`src/rtl/sram_port_ctrl_pkg.sv`:
```
// -----------------------------------------------------------------------------
// sram_port_ctrl_pkg
// Shared types and constants for the SRAM port controller.
//   ctrl_state_e   : controller FSM state (zero-fill sweep / normal operation)
//   RSP_FIFO_DEPTH : read-response buffer depth, which is also the read
//                    outstanding limit
// -----------------------------------------------------------------------------
package sram_port_ctrl_pkg;

    typedef enum logic {
        ST_INIT = 1'b0,
        ST_RUN  = 1'b1
    } ctrl_state_e;

    localparam int RSP_FIFO_DEPTH = 2;

endpackage : sram_port_ctrl_pkg

```
`src/rtl/sram_rsp_fifo.sv`:
```
// -----------------------------------------------------------------------------
// sram_rsp_fifo
// Small synchronous FIFO that buffers SRAM read data until the consumer takes it.
// Ports:
//   clk_i, rst_ni        : clock, asynchronous active-low reset
//   push_i / wdata_i     : write side
//   pop_i / rdata_o      : read side; rdata_o always shows the head entry
//   full_o, empty_o      : status flags
//   count_o              : number of stored entries
// -----------------------------------------------------------------------------
module sram_rsp_fifo #(
    parameter  int WIDTH = 64,
    parameter  int DEPTH = 2,
    localparam int PW    = (DEPTH > 1) ? $clog2(DEPTH) : 1,
    localparam int CW    = $clog2(DEPTH + 1)
) (
    input  logic             clk_i,
    input  logic             rst_ni,
    input  logic             push_i,
    input  logic [WIDTH-1:0] wdata_i,
    input  logic             pop_i,
    output logic [WIDTH-1:0] rdata_o,
    output logic             full_o,
    output logic             empty_o,
    output logic [CW-1:0]    count_o
);

    logic [WIDTH-1:0] mem [DEPTH];
    logic [PW-1:0]    wr_ptr;
    logic [PW-1:0]    rd_ptr;
    logic [CW-1:0]    count;
    logic             do_push;
    logic             do_pop;

    assign empty_o = (count == '0);
    assign full_o  = (count == CW'(DEPTH));
    assign count_o = count;
    assign rdata_o = mem[rd_ptr];

    // A push into a full FIFO is allowed only when the head leaves this cycle.
    assign do_pop  = pop_i && !empty_o;
    assign do_push = push_i && (!full_o || do_pop);

    always_ff @(posedge clk_i or negedge rst_ni) begin
        if (!rst_ni) begin
            wr_ptr <= '0;
            rd_ptr <= '0;
            count  <= '0;
        end else begin
            if (do_push) begin
                wr_ptr <= (wr_ptr == PW'(DEPTH - 1)) ? '0 : wr_ptr + PW'(1);
            end
            if (do_pop) begin
                rd_ptr <= (rd_ptr == PW'(DEPTH - 1)) ? '0 : rd_ptr + PW'(1);
            end
            case ({do_push, do_pop})
                2'b10:   count <= count + CW'(1);
                2'b01:   count <= count - CW'(1);
                default: count <= count;
            endcase
        end
    end

    // NOTE: storage is deliberately not reset; the reset pointers and count
    // make every entry unreachable until it is rewritten.
    always_ff @(posedge clk_i) begin
        if (do_push) begin
            mem[wr_ptr] <= wdata_i;
        end
    end

endmodule : sram_rsp_fifo

```
`src/rtl/sram_port_ctrl.sv`:
```
// -----------------------------------------------------------------------------
// sram_port_ctrl
// Front end for a single-port SRAM macro. After reset it optionally zero-fills
// the whole array, one word per cycle, then passes requests straight through
// to the macro and buffers read data in a 2-entry response FIFO.
// Ports:
//   clk_i, rst_ni                          : clock, asynchronous active-low reset
//   req_valid_i/req_ready_o, req_we_i,
//   req_addr_i, req_wdata_i, req_be_i      : request channel
//   rsp_valid_o/rsp_ready_i, rsp_rdata_o   : read-response channel
//   init_done_o                            : zero-fill finished or skipped
//   sram_req_o, sram_we_o, sram_addr_o,
//   sram_wdata_o, sram_be_o, sram_rdata_i  : SRAM macro port (1-cycle read)
// -----------------------------------------------------------------------------
module sram_port_ctrl
    import sram_port_ctrl_pkg::*;
#(
    parameter  int DATA_WIDTH    = 64,
    parameter  int NUM_WORDS     = 1024,
    parameter  int INIT_ON_RESET = 1,
    localparam int AW            = $clog2(NUM_WORDS),
    localparam int BW            = (DATA_WIDTH + 7) / 8
) (
    input  logic                  clk_i,
    input  logic                  rst_ni,
    input  logic                  req_valid_i,
    output logic                  req_ready_o,
    input  logic                  req_we_i,
    input  logic [AW-1:0]         req_addr_i,
    input  logic [DATA_WIDTH-1:0] req_wdata_i,
    input  logic [BW-1:0]         req_be_i,
    output logic                  rsp_valid_o,
    input  logic                  rsp_ready_i,
    output logic [DATA_WIDTH-1:0] rsp_rdata_o,
    output logic                  init_done_o,
    output logic                  sram_req_o,
    output logic                  sram_we_o,
    output logic [AW-1:0]         sram_addr_o,
    output logic [DATA_WIDTH-1:0] sram_wdata_o,
    output logic [BW-1:0]         sram_be_o,
    input  logic [DATA_WIDTH-1:0] sram_rdata_i
);

    localparam int CW = $clog2(RSP_FIFO_DEPTH + 1);
    localparam ctrl_state_e RESET_STATE = (INIT_ON_RESET != 0) ? ST_INIT : ST_RUN;

    ctrl_state_e   state;
    ctrl_state_e   state_d;
    logic [AW-1:0] sweep_addr;
    logic          rd_inflight;
    logic          init_done_q;
    logic          rsp_pop;
    logic          rd_slot_free;
    logic          rd_accept;
    logic [CW-1:0] fifo_count;
    logic          fifo_empty;
    logic          fifo_full_unused;   // the occupancy check below already bounds pushes
    logic [CW:0]   rd_occupancy;

    assign rsp_pop     = rsp_valid_o && rsp_ready_i;
    assign rsp_valid_o = !fifo_empty;
    assign init_done_o = init_done_q;

    // Reads in flight plus buffered responses, net of the one leaving now,
    // must stay below the FIFO depth so every returning word has a slot.
    assign rd_occupancy = {1'b0, fifo_count} + (CW + 1)'(rd_inflight);
    assign rd_slot_free = rd_occupancy < ((CW + 1)'(RSP_FIFO_DEPTH) + (CW + 1)'(rsp_pop));
    assign rd_accept    = (state == ST_RUN) && req_valid_i && !req_we_i && rd_slot_free;

    // ---------------------------------------------------------------- state register
    // NOTE: sequential state uses non-blocking assignments so every register
    // samples pre-edge values regardless of process ordering.
    always_ff @(posedge clk_i or negedge rst_ni) begin
        if (!rst_ni) begin
            state <= RESET_STATE;
        end else begin
            state <= state_d;
        end
    end

    // ---------------------------------------------------------------- next state
    // NOTE: every combinational output gets a default first so no path leaves
    // it unassigned and infers a latch.
    always_comb begin
        state_d = state;
        if ((state == ST_INIT) && (sweep_addr == AW'(NUM_WORDS - 1))) begin
            state_d = ST_RUN;
        end
    end

    // ---------------------------------------------------------------- outputs
    // The reset term keeps the macro idle and the request channel closed while
    // rst_ni is low, even though INIT itself drives a sweep write.
    always_comb begin
        req_ready_o  = 1'b0;
        sram_req_o   = 1'b0;
        sram_we_o    = 1'b0;
        sram_addr_o  = '0;
        sram_wdata_o = '0;
        sram_be_o    = '0;
        case (state)
            ST_INIT: begin
                sram_req_o   = rst_ni;
                sram_we_o    = 1'b1;
                sram_addr_o  = sweep_addr;
                sram_wdata_o = '0;
                sram_be_o    = '1;
            end
            ST_RUN: begin
                req_ready_o  = rst_ni && (req_we_i || rd_slot_free);
                sram_req_o   = req_valid_i && req_ready_o;
                sram_we_o    = req_we_i;
                sram_addr_o  = req_addr_i;
                sram_wdata_o = req_wdata_i;
                sram_be_o    = req_be_i;
            end
            default: ;
        endcase
    end

    // ---------------------------------------------------------------- datapath state
    always_ff @(posedge clk_i or negedge rst_ni) begin
        if (!rst_ni) begin
            sweep_addr  <= '0;
            rd_inflight <= 1'b0;
            init_done_q <= 1'b0;
        end else begin
            if (state == ST_INIT) begin
                sweep_addr <= sweep_addr + AW'(1);
            end
            rd_inflight <= rd_accept;
            // Sticky until reset: state never leaves RUN on its own.
            init_done_q <= (state_d == ST_RUN);
        end
    end

    // SRAM read data is valid the cycle after the request, which is exactly
    // the cycle rd_inflight is high.
    sram_rsp_fifo #(
        .WIDTH (DATA_WIDTH),
        .DEPTH (RSP_FIFO_DEPTH)
    ) u_rsp_fifo (
        .clk_i   (clk_i),
        .rst_ni  (rst_ni),
        .push_i  (rd_inflight),
        .wdata_i (sram_rdata_i),
        .pop_i   (rsp_pop),
        .rdata_o (rsp_rdata_o),
        .full_o  (fifo_full_unused),
        .empty_o (fifo_empty),
        .count_o (fifo_count)
    );

endmodule : sram_port_ctrl
```
`config.mk`:
```
export PLATFORM = sky130hd
export DESIGN_NAME = sram_port_ctrl
export DESIGN_NICKNAME = d
export VERILOG_FILES = /design/src/rtl/sram_port_ctrl_pkg.sv /design/src/rtl/sram_rsp_fifo.sv /design/src/rtl/sram_port_ctrl.sv
export SDC_FILE = /design/constraint.sdc
export NUM_CORES = 1
export LEC_CHECK = 0
export CAP_MARGIN = 15
export CORE_ASPECT_RATIO = 0.6
export CORE_MARGIN = 3
export CORE_UTILIZATION = 40
export CTS_CLUSTER_SIZE = 25
export DETAILED_ROUTE_END_ITERATION = 6
export GPL_TIMING_DRIVEN = 0
export PLACE_DENSITY_LB_ADDON = 0.2
export SYNTH_ARGS = -nofsm -noshare
export SYNTH_HDL_FRONTEND = slang
export SYNTH_HIERARCHICAL = 1
export SYNTH_SLANG_ARGS = --single-unit
```
`constraint.sdc`:
```
create_clock -name clk_i -period 4.95 [get_ports clk_i]
set_input_delay 0.99 -clock clk_i [delete_from_list [all_inputs] [get_ports clk_i]]
set_output_delay 0.99 -clock clk_i [all_outputs]
set_load 0.005 [all_outputs]
```
* After elaboration in Yosys (flattened, before gate mapping)
Memory sizes are Yosys's and may differ from the RTL's.
Index checks and enable logic that the tools add are counted.
** Storage, ports and cells
- Bits in registers :: 16
- Bits in writable memories :: 128
- Bits of input ports :: 151
- Output and inout bits :: 151
- Word-level logic and storage cells :: 47
- Memories :: 1
** Cells by class
- Add/sub/neg operators :: 7
- Magnitude comparators :: 1
- Equal/unequal tests :: 4
- Muxes and demuxes :: 11
- Bitwise logic cells :: 1
- Reductions and logical operators :: 16
** Memory list
- u_rsp_fifo.mem :: depth 2, width 64, read ports 1, clocked after memory_dff 0, wr ports 1, RTL line sram_rsp_fifo.sv:28 : logic [WIDTH-1:0] mem [DEPTH];
** Operators by type and width (number)
- 64-bit one-hot mux with 2 select lines :: 1
- 10-bit one-hot mux with 2 select lines :: 1
- 8-bit one-hot mux with 2 select lines :: 1
- 10-bit by 1-bit adder with 10-bit output, second input constant :: 1
- 10-bit equality test, second input constant :: 1
- 1-bit logical AND :: 9
- 1-bit two-way mux :: 5
- 2-bit equality test, second input constant :: 2
- 1-bit one-hot mux with 2 select lines :: 2
- 2-bit one-hot mux with 2 select lines :: 1
- 2-bit by 1-bit adder with 3-bit output :: 1
- 2-bit by 1-bit adder with 3-bit output, first input constant :: 1
- 1-bit zero test :: 3
- 3-bit < comparator :: 1
- 1-bit adder, second input constant :: 2
- 2-bit by 1-bit adder with 2-bit output, second input constant :: 1
- 2-bit by 1-bit equality test with 1-bit output, second input constant :: 1
- 2-bit zero test :: 1
- 1-bit logical OR :: 2
- 2-bit nonzero test :: 1
- 2-bit by 1-bit subtractor with 2-bit output, second input constant :: 1
- 1-bit NOT :: 1

* Logic depth before layout (Yosys ltp)
- Word-level depth :: 9
- Gate-level depth with buffers :: 7
- Depth with buffers taken out :: 7

* By module
Netlist, hierarchy kept.
** Modules (own cells, without submodules)
- sram_rsp_fifo :: instances 1, cells each 218, area each 5042.3 sq um, seq. area each 3943.8 sq um
- sram_port_ctrl :: instances 1, cells each 144, area each 1261.2 sq um, seq. area each 300.3 sq um

* Least setup slack after synthesis
OpenSTA, ideal clock, no wires.
- Path kind :: input to register
- Start :: in rsp_ready_i
- End :: mem u_rsp_fifo.mem[0][0] (enable)
- Arrival :: 4.050 ns
- Required time :: 4.464 ns
- Setup slack :: 0.414 ns
- Stages on the path :: 3
- Path buffers :: 0
- Path through :: nor2b_1 > o21ai_4 > nor2_1
** On the way
- Longest elaborated chain between the ends :: 6
** Ends and longest elaborated chain
- start: declaration :: RTL line sram_port_ctrl.sv:33 : input logic rsp_ready_i,
- 1-bit logical AND :: RTL line sram_port_ctrl.sv:60 : assign rsp_pop = rsp_valid_o && rsp_ready_i;
- 1-bit logical AND :: RTL line sram_rsp_fifo.sv:41 : assign do_pop = pop_i && !empty_o;
- 1-bit logical OR :: RTL line sram_rsp_fifo.sv:42 : assign do_push = push_i && (!full_o || do_pop);
- 1-bit logical AND :: RTL line sram_rsp_fifo.sv:42
- 1-bit two-way mux :: RTL line sram_rsp_fifo.sv:67 : if (do_push) begin
- 1-bit two-way mux (implied by the code) :: RTL line sram_rsp_fifo.sv:68 : mem[wr_ptr] <= wdata_i;
- end: declaration :: RTL line sram_rsp_fifo.sv:28
Every way passes these cells.

* Final worst setup path
- Start :: in rst_ni
- End :: out req_ready_o
** On the way
- Longest elaborated chain between the ends :: 2
** Ends and longest elaborated chain
- start: declaration :: RTL line sram_port_ctrl.sv:25 : input logic rst_ni,
- 1-bit logical AND :: RTL line sram_port_ctrl.sv:110 : req_ready_o = rst_ni && (req_we_i || rd_slot_free);
- 1-bit two-way mux :: RTL line sram_port_ctrl.sv:101 : case (state)
- end: declaration :: RTL line sram_port_ctrl.sv:27 : output logic req_ready_o,
Every way passes these cells.

==> metrics <==
Hold Buf Count CTS=0; Tcrit/Tclk final=around three quarters; largest net degree at the start of global routing=27; Pwr Density=364 nW/µm²; Final GP Congestion=approximately 0.9; slew margin rel.=46.0%; Num CTS Buffers=17; first-pass GRT wire length=about 25000 µm; max cap viols=0; RR Endpoint=u_rsp_fifo/mem[0][19]$_DFFE_PP_; die area=17300 µm²; RR Startpoint=u_rsp_fifo/count_o[1]$_DFFE_PN0P_; Ys Warns=6; router iterations before antenna repair=4; crit-path most repeated cell=clkdlybuf4s50_1; fin util=between 60% and 70%; Hold Crit Class=reg2reg; vias in the first global route=4258; # DRC=0; vias per cell=4.54; critical path startpoint=rst_ni; WP data arrival=2.78 ns; Starting Density=42.2%; WP depth=3; Post-Syn Instances=approximately 360; fin area=10300 µm²; post-synth net total=around 520; Crit path max-delay family=buffers and inverters; Root Buffer=clkbuf_16; setup violators final=0; deepest clock path buffer count=2; Die Y=103 µm; Congestion Overflow GR=0; peak supply drop=258 µV; layout net count=840; Max Fclk=about 270 MHz; Post-CTS Setup Inserts=0; R2R cell count=5; Req. time, crit path=slightly below 4 ns; CTS tree=built; Mapped Area=6300 µm²; status=completed; Final ANT Viol Nets=0; CP bufs+invs=2; LEAKAGE=0.00379 µW; WHS=0.510 ns; via count=4065; synthesized area per cell=17.5 µm²; worst-margin pin slew=0.808 ns; RSZ-0062 raised after global routing=no; Crit. End Element=output pin; clock transition at the registers of the reported paths=~0.050 ns; Die X=168 µm; clock insertion delay at the later pin of the skew report=0.40 ns; GRT Util Overall=around a fifth; Slowest cell on crit path=clkdlybuf4s50_1; post-DR wirelength/cell=between 15 and 20 µm; I/O Buffers=301; Final Skew=0.00918 ns; diodes inserted=0; DRT iter0 DRCs=about 210; Final Non-Filler Cells=896; final setup margin=approximately 1.2 ns; Max Transition Viols Final=0; Final min period=3.77 ns; # clock sinks=about 140; R2R Setup Slk=2.69 ns; crit path to=req_ready_o; share of cells above drive strength 1=19.1%; Place WS=1.12 ns; Final Hold Fails=0; crit-path cells=clkdlybuf4s50_1 -> o311a_1 -> clkdlybuf4s50_1; CORE AREA=14900 µm²; Hold Crit Start=sweep_addr[8]$_DFFE_PN0N_; Placed Cells=between 800 and 900; # H-tree levels=4; initial antenna violation count=0; Setup crit start kind=input pin; Max stage delay on crit path=0.99 ns; hpwl dp=approximately 13000 µm; Area growth, synth to finish=63.9%; Post-CTS Resized=0; worst-path maximum fanout=18; final wirelength=between 15000 and 20000 µm; Crit Path Class=in2out; row cnt=34; IO Count=about 300; placed cell areas=9670 µm²
[through the flow]
stage               power, µW  TNS (ns)
finish                   3760         0
global route             3920         0
detailed placement       2400         0
global placement         2380   -207.06
floorplan                1910         0
CTS                      3810         0
[per-layer routing]
layer / global-route usage, % / vias to the layer above / wire, µm
met1: 25.3 / 1986 / 7300
met5: 0 / - / 0
met3: 4.98 / 8 / 876
li1: - / 1975 / -
met2: 31.4 / 96 / 8290
met4: 4.71 / 0 / 114
[cell type report]
cell class	instances	area, µm²
inverters	3	11.3
clock buffers	18	429
repair buffers	305	3110
flip-flops and latches	144	4240
fillers	990	4600
clock inverters	14	228
multi-input cells	197	1940
well taps	198	248
plain buffers	17	120
[report_power, final]
part / switching, µW / total (µW) / internal [µW] / leakage, µW
registers: 18.7 / 1350 / 1340 / 0.00135
clock network: 489 / 1390 / 904 / 0.000310
logic: 344 / 1010 / 667 / 0.00212
[how the worst min path moves through the flow]
stage	to	slack, ns	cells after the start
after global placement	sweep_addr[8]$_DFFE_PN0N_	0.48	1
after global routing	sweep_addr[8]$_DFFE_PN0N_	0.53	1
after floorplan	sweep_addr[8]$_DFFE_PN0N_	0.45	1
after detailed placement	sweep_addr[8]$_DFFE_PN0N_	0.51	1
after CTS	sweep_addr[8]$_DFFE_PN0N_	0.51	1
final	sweep_addr[8]$_DFFE_PN0N_	0.51	1
[worst register-to-register path: cells and delay by family (launching register included)]
family,cells,cell delay (ns)
and+or+nand+nor,3,1.04
buffers and inverters,1,0.27
DFF,1,0.47
AOI/OAI and AO/OA,1,0.16
[registers in the layout (all words and copies together), names as in the netlist]
name and cells:
u_rsp_fifo/mem 128, sweep_addr 10, u_rsp_fifo/count_o 2, init_done_o 1, rd_inflight 1, u_rsp_fifo/rd_ptr 1, u_rsp_fifo/wr_ptr 1
[layout by cell type, fill, tap and decap left out, types with 2 or more instances in the layout]
master / count
clkbuf_16: 17
nor3_2: 2
and2_1: 64
ha_1: 4
xor2_1: 7
buf_6: 7
nand2b_1: 11
inv_6: 3
inv_1: 3
mux2_4: 50
buf_16: 2
buf_12: 2
nand4b_4: 2
nand2_1: 4
xnor2_1: 7
edfxtp_1: 128
clkinv_4: 2
dfrtp_1: 16
clkdlybuf4s50_1: 301
bufinv_16: 5
nor2_4: 2
clkbuf_1: 8
nor2_1: 5
mux2_2: 25
buf_2: 3
clkinvlp_4: 3
Power figures use the tool's default switching activity.
